## src/rtl/decode_queue_if.sv

```systemverilog
// decode_queue_if: fetch-side push, issue-side pop and multiclock handshake of the decode queue.
interface decode_queue_if #(parameter int DEPTH = 4, parameter int PC_W = 32);
    logic                         in_valid;
    logic                         in_ready;
    logic [31:0]                  in_ir;
    logic [PC_W-1:0]              in_pc;
    logic                         flush;
    logic                         out_valid;
    logic                         out_ready;
    logic [31:0]                  out_ir;
    logic [PC_W-1:0]              out_pc;
    logic [4:0]                   out_rs1;
    logic [4:0]                   out_rs2;
    logic [4:0]                   out_rd;
    logic                         out_reg_we;
    logic                         out_is_multiclock;
    logic                         out_illegal;
    logic                         mc_done;
    logic                         mc_wait;
    logic [$clog2(DEPTH+1)-1:0]   count;
    modport master (
        output in_valid, in_ir, in_pc, flush, out_ready, mc_done,
        input  in_ready, out_valid, out_ir, out_pc, out_rs1, out_rs2, out_rd,
               out_reg_we, out_is_multiclock, out_illegal, mc_wait, count
    );
    modport slave (
        input  in_valid, in_ir, in_pc, flush, out_ready, mc_done,
        output in_ready, out_valid, out_ir, out_pc, out_rs1, out_rs2, out_rd,
               out_reg_we, out_is_multiclock, out_illegal, mc_wait, count
    );
endinterface

```

## src/rtl/decode_queue.sv

```systemverilog
// decode_queue: circular instruction FIFO with combinational RV32IM field decode of the head
// and a stall state that holds issue while a multiclock (M-extension) operation completes.
module decode_queue #(
    parameter int DEPTH = 4,
    parameter int PC_W  = 32
) (
    input logic          clk,
    input logic          rst_n,
    decode_queue_if.slave q
);
    localparam int AW = $clog2(DEPTH);
    localparam int CW = $clog2(DEPTH + 1);
    typedef enum logic {RUN, MC_WAIT} state_t;
    state_t          state, state_nxt;
    logic [31:0]     ir_mem [DEPTH];
    logic [PC_W-1:0] pc_mem [DEPTH];
    logic [AW-1:0]   rd_ptr, wr_ptr;
    logic [CW-1:0]   cnt;
    logic            push, pop;
    logic [31:0]     ir;
    logic [6:0]      op;
    logic            is_lui, is_auipc, is_jal, is_jalr, is_br, is_ld, is_st, is_imm, is_op;
    assign q.in_ready  = cnt < CW'(DEPTH);
    assign q.out_valid = (cnt != '0) && (state == RUN);
    assign q.mc_wait   = state == MC_WAIT;
    assign q.count     = cnt;
    assign push        = q.in_valid && q.in_ready && !q.flush;
    assign pop         = q.out_valid && q.out_ready;
    // Pointers wrap naturally because DEPTH is a power of two.
    always_ff @(posedge clk or negedge rst_n) begin
        if (!rst_n) begin
            cnt    <= '0;
            wr_ptr <= '0;
            rd_ptr <= '0;
            state  <= RUN;
        end else begin
            cnt    <= q.flush ? '0 : cnt + CW'(push) - CW'(pop);
            wr_ptr <= q.flush ? '0 : wr_ptr + AW'(push);
            rd_ptr <= q.flush ? '0 : rd_ptr + AW'(pop);
            state  <= state_nxt;
        end
    end
    always_ff @(posedge clk) begin
        if (push) begin
            ir_mem[wr_ptr] <= q.in_ir;
            pc_mem[wr_ptr] <= q.in_pc;
        end
    end
    // Entry pop wins over a coincident mc_done; flush never leaves MC_WAIT.
    always_comb begin
        state_nxt = (state == RUN && pop && q.out_is_multiclock) ? MC_WAIT :
                    (state == MC_WAIT && q.mc_done)              ? RUN     : state;
    end
    assign ir       = ir_mem[rd_ptr];
    assign op       = ir[6:0];
    assign is_lui   = op == 7'b0110111;
    assign is_auipc = op == 7'b0010111;
    assign is_jal   = op == 7'b1101111;
    assign is_jalr  = op == 7'b1100111;
    assign is_br    = op == 7'b1100011;
    assign is_ld    = op == 7'b0000011;
    assign is_st    = op == 7'b0100011;
    assign is_imm   = op == 7'b0010011;
    assign is_op    = op == 7'b0110011;
    assign q.out_ir            = ir;
    assign q.out_pc            = pc_mem[rd_ptr];
    assign q.out_rs1           = (is_lui || is_auipc || is_jal) ? 5'd0 : ir[19:15];
    assign q.out_rs2           = (is_op || is_br || is_st) ? ir[24:20] : 5'd0;
    assign q.out_rd            = (is_br || is_st) ? 5'd0 : ir[11:7];
    assign q.out_reg_we        = is_lui || is_auipc || is_ld || is_imm || is_op ||
                                 ((is_jal || is_jalr) && ir[11:7] != 5'd0);
    assign q.out_is_multiclock = is_op && ir[31:25] == 7'b0000001;
    assign q.out_illegal       = !(is_lui || is_auipc || is_jal || is_jalr || is_br ||
                                   is_ld || is_st || is_imm || is_op);
endmodule

```

## src/flat_wrapper.sv

```systemverilog
// flat-port wrapper written by rule: the top's interface ports become plain ports
module decode_queue_flat 
#(
    parameter int DEPTH = 4,
    parameter int PC_W  = 32
)
  (clk, rst_n, q_in_valid, q_in_ir, q_in_pc, q_flush, q_out_ready, q_mc_done, q_in_ready, q_out_valid, q_out_ir, q_out_pc, q_out_rs1, q_out_rs2, q_out_rd, q_out_reg_we, q_out_is_multiclock, q_out_illegal, q_mc_wait, q_count);
  decode_queue_if #(.DEPTH(DEPTH), .PC_W(PC_W)) q_i ();
  input logic clk;
  input logic rst_n;
  input wire logic [$bits(q_i.in_valid)-1:0] q_in_valid;
  input wire logic [$bits(q_i.in_ir)-1:0] q_in_ir;
  input wire logic [$bits(q_i.in_pc)-1:0] q_in_pc;
  input wire logic [$bits(q_i.flush)-1:0] q_flush;
  input wire logic [$bits(q_i.out_ready)-1:0] q_out_ready;
  input wire logic [$bits(q_i.mc_done)-1:0] q_mc_done;
  output wire logic [$bits(q_i.in_ready)-1:0] q_in_ready;
  output wire logic [$bits(q_i.out_valid)-1:0] q_out_valid;
  output wire logic [$bits(q_i.out_ir)-1:0] q_out_ir;
  output wire logic [$bits(q_i.out_pc)-1:0] q_out_pc;
  output wire logic [$bits(q_i.out_rs1)-1:0] q_out_rs1;
  output wire logic [$bits(q_i.out_rs2)-1:0] q_out_rs2;
  output wire logic [$bits(q_i.out_rd)-1:0] q_out_rd;
  output wire logic [$bits(q_i.out_reg_we)-1:0] q_out_reg_we;
  output wire logic [$bits(q_i.out_is_multiclock)-1:0] q_out_is_multiclock;
  output wire logic [$bits(q_i.out_illegal)-1:0] q_out_illegal;
  output wire logic [$bits(q_i.mc_wait)-1:0] q_mc_wait;
  output wire logic [$bits(q_i.count)-1:0] q_count;
  assign q_i.in_valid = q_in_valid;
  assign q_i.in_ir = q_in_ir;
  assign q_i.in_pc = q_in_pc;
  assign q_i.flush = q_flush;
  assign q_i.out_ready = q_out_ready;
  assign q_i.mc_done = q_mc_done;
  assign q_in_ready = q_i.in_ready;
  assign q_out_valid = q_i.out_valid;
  assign q_out_ir = q_i.out_ir;
  assign q_out_pc = q_i.out_pc;
  assign q_out_rs1 = q_i.out_rs1;
  assign q_out_rs2 = q_i.out_rs2;
  assign q_out_rd = q_i.out_rd;
  assign q_out_reg_we = q_i.out_reg_we;
  assign q_out_is_multiclock = q_i.out_is_multiclock;
  assign q_out_illegal = q_i.out_illegal;
  assign q_mc_wait = q_i.mc_wait;
  assign q_count = q_i.count;
  decode_queue #(.DEPTH(DEPTH), .PC_W(PC_W)) u_core (.clk(clk), .rst_n(rst_n), .q(q_i));
endmodule
```

## config.mk

```make
export PLATFORM = sky130hd
export DESIGN_NAME = decode_queue_flat
export DESIGN_NICKNAME = d
export VERILOG_FILES = /design/src/rtl/decode_queue_if.sv /design/src/rtl/decode_queue.sv /design/src/flat_wrapper.sv
export SDC_FILE = /design/constraint.sdc
export NUM_CORES = 1
export LEC_CHECK = 0
export ABC_AREA = 0
export BUFFER_PORTS_ARGS = -buffer_cell sky130_fd_sc_hd__buf_2
export CAP_MARGIN = 20
export CORE_MARGIN = 10
export CORE_UTILIZATION = 35
export CTS_BUF_LIST = sky130_fd_sc_hd__clkbuf_16
export DETAILED_ROUTE_END_ITERATION = 10
export SLEW_MARGIN = 20
export SYNTH_ARGS = -nofsm -noshare
export SYNTH_HDL_FRONTEND = slang
export SYNTH_SLANG_ARGS = --single-unit
```

## constraint.sdc

```tcl
create_clock -name clk -period 5.3 [get_ports clk]
set_input_delay 0.795 -clock clk [delete_from_list [all_inputs] [get_ports clk]]
set_output_delay 0.795 -clock clk [all_outputs]
set_load 0.05 [all_outputs]
```

==> reports/qor.txt <==
Number of synthesized flops with an enable pin: 256
Cts hold-fix bufs: 0
Post-CTS Resized: 0
TritonCTS clock tree: yes
Syn Std Cell Area: 9900 µm²
Latest clock arrival within the worst-skew pair: 0.52 ns
CTS max path bufs: 3
WL final: 21100 µm
P&R area growth vs syn: 21.2%
Netlist cell types: 33
Hold/Removal Path Class: input pin to async pin
Commonest cells post-synth: edfxtp_1, mux4_2, and2_1, nor2_1
Crit path max-delay cell type: dfrtp_4
Overall routing resource usage: 11.8%
Fill cells: 2432
Sequential area share after synthesis: 79.7%
Reg-to-reg startpoint: u_core.rd_ptr[0]
Clk slew on worst S/H paths: 0.06 ns
Core box area: 27900 µm²
Drt wl/cell: 21.4 µm
CP Class: flop to output pin
Peak Freq: 235 MHz
Post-synth top area share: 77.6%
Status: finished, final reports clean
DR vias: 4780
CP max stage delay: 0.88 ns
Final HPWL DP: 13200 µm
Initial antenna violation count: 7
Drt pass-1 iters: 4
Vias in the first global route: 5460
H-tree depth: 1
RSZ-0062 raised after global routing: no
Post-CTS Setup Repair Bufs: 0
First-pass GRT wire length: 32600 µm
DIE HEIGHT: 188 µm
Worst Tran Pin Value: 1.03 ns
Clk Tree Root Cell: clkbuf_16
First DRT Iteration DRCs: 241
Final min period: 4.26 ns
IO Pins: 158
Die X: 188 µm
Residual DRC count: 0
Power Dens Cells: 510 nW/µm²
Placed instance count: 943
Critical path arrival: 3.46 ns
Most frequent cell after synthesis: edfxtp_1
Largest area contributor in the netlist: edfxtp_1
Post-DR vias/cell: 4.83
FFs w/ async S/R, synth: 3.03%
Number of synthesized register bits: 264
Reg2reg setup slack: 2.39 ns
Final setup violation count: 0
Slew headroom: 31.7%
Cell breakdown of the critical path: buf_4 -> mux4_2 -> nor2_1 -> and4bb_1 -> buf_2
CP Buf/Inv Count: 2
Number of buffers created by CTS: 27
RR Endpoint: u_core.q.mc_wait
Final setup TNS: 0 ns
Initial Util: 35.5%
Delay-heaviest family, CP: buffers and inverters
Grt ovf: 0
Max-cap violations: 0
Layout cells sized above 1: 44.6%
# rows: 61
Synth warn: 0
Final std cells w/o fill: 989
Post-Syn Area per Cell: 23.8 µm²
Clock sinks: 264
Synth top area cells: edfxtp_1, mux4_2, dfrtp_1
Dpl cell area: 11200 µm²
CP Capture Type: output pin
Total power after layout: 6.12 mW
DIE AREA: 35400 µm²
Worst VDD drop: 0.412 mV
Synth Net Count: 491
Register-to-Register Path Depth: 5
Antenna viol nets, final: 0
Max Slew Vio Count: 0
Crit path max fanout: 34
Synth Flop Type: edfxtp_1
CP Launch Type: flop
Nets: 669
Post-synthesis cell count: 416
Req. time, crit path: 4.51 ns
Final Hold Viols: 0
Largest net degree at the start of global routing: 65
Leak Pwr: 4.05 nW
GP Congestion: 0.770
Share of the clock period used by the worst path after layout: 80.3%
Number of port buffers: 157
Final hold slack: 0.123 ns
Design area: 12000 µm²
Fin Clk Skew: 0.00851 ns
[layout make-up]
cell class,instances,area [µm²],area share (%)
clock buffers,27,676,5.63
repair buffers,163,831,6.92
flip-flops and latches,264,7900,65.8
diodes,3,7.51,0.0625
well taps,378,473,3.94
inverters,7,26.3,0.219
clock inverters,16,155,1.29
multi-input cells,131,1940,16.2
[flip-flops by register name, summed over array words and instances, names as in the netlist]
register and cells:
u_core.ir_mem 128, u_core.pc_mem 128, u_core.q.count 3, u_core.q.mc_wait 1, u_core.rd_ptr 2, u_core.wr_ptr 2
[metrics by stage]
stage	utilization [%]	setup WS, ns
detailed placement	40.1	1.45
finish	43.1	1.04
CTS	43.1	0.883
global route	43.1	0.734
global placement	40.1	1.48
floorplan	-	0.974
[per-layer routing]
layer,share of wire (%),GRT usage (%),vias up
met3,8.6,4.58,42
met5,0.21,0,-
met1,42,14.5,2462
met4,1.8,2.49,10
li1,-,-,2099
met2,48,19.3,167
[kinds of logic (layout without fill, tap and decap cells)]
family / Yosys count / count (layout) / share of synthesized area (%)
adder cells (fa/ha/maj): 5 / 5 / 0.708
XOR/XNOR: 4 / 4 / 0.354
AND/OR/NAND/NOR: 55 / 55 / 3.35
flip-flops: 264 / 264 / 79.7
AO/OA/AOI/OAI: 3 / 3 / 0.240
buffers and inverters: 21 / 213 / 1.10
multiplexers: 64 / 64 / 14.6
other: 0 / 3 / 0
[where the power goes]
group          switching, mW  leakage (nW)  internal, mW  total (mW)
Combinational           1.29          1.21         0.555        1.85
Sequential             0.112          2.42          2.39        2.50
Clock                  0.717         0.414          1.06        1.78
Total                   2.12          4.05          4.00        6.12
[worst max path at each step]
stage,cells after the start,end,startpoint
floorplan,5,u_core.ir_mem[2][0],q_flush
global placement,5,q_out_is_multiclock,u_core.rd_ptr[0]
detailed placement,5,q_out_is_multiclock,u_core.rd_ptr[0]
CTS,5,q_out_is_multiclock,u_core.rd_ptr[0]
global route,5,q_out_is_multiclock,u_core.rd_ptr[0]
finish,5,q_out_is_multiclock,u_core.rd_ptr[0]
[layout by cell type, fill, tap and decap left out, types with 4 or more instances in the layout]
cell / count
nor3_1: 4
clkbuf_16: 27
nand2_1: 8
edfxtp_1: 256
nor3b_1: 6
mux4_2: 63
nor2b_1: 4
nor2_1: 9
inv_1: 10
and2_1: 10
buf_4: 6
buf_2: 157
dfrtp_1: 6
clkinv_1: 4
ha_1: 4
No activity file was read; power rests on OpenSTA's default activity.
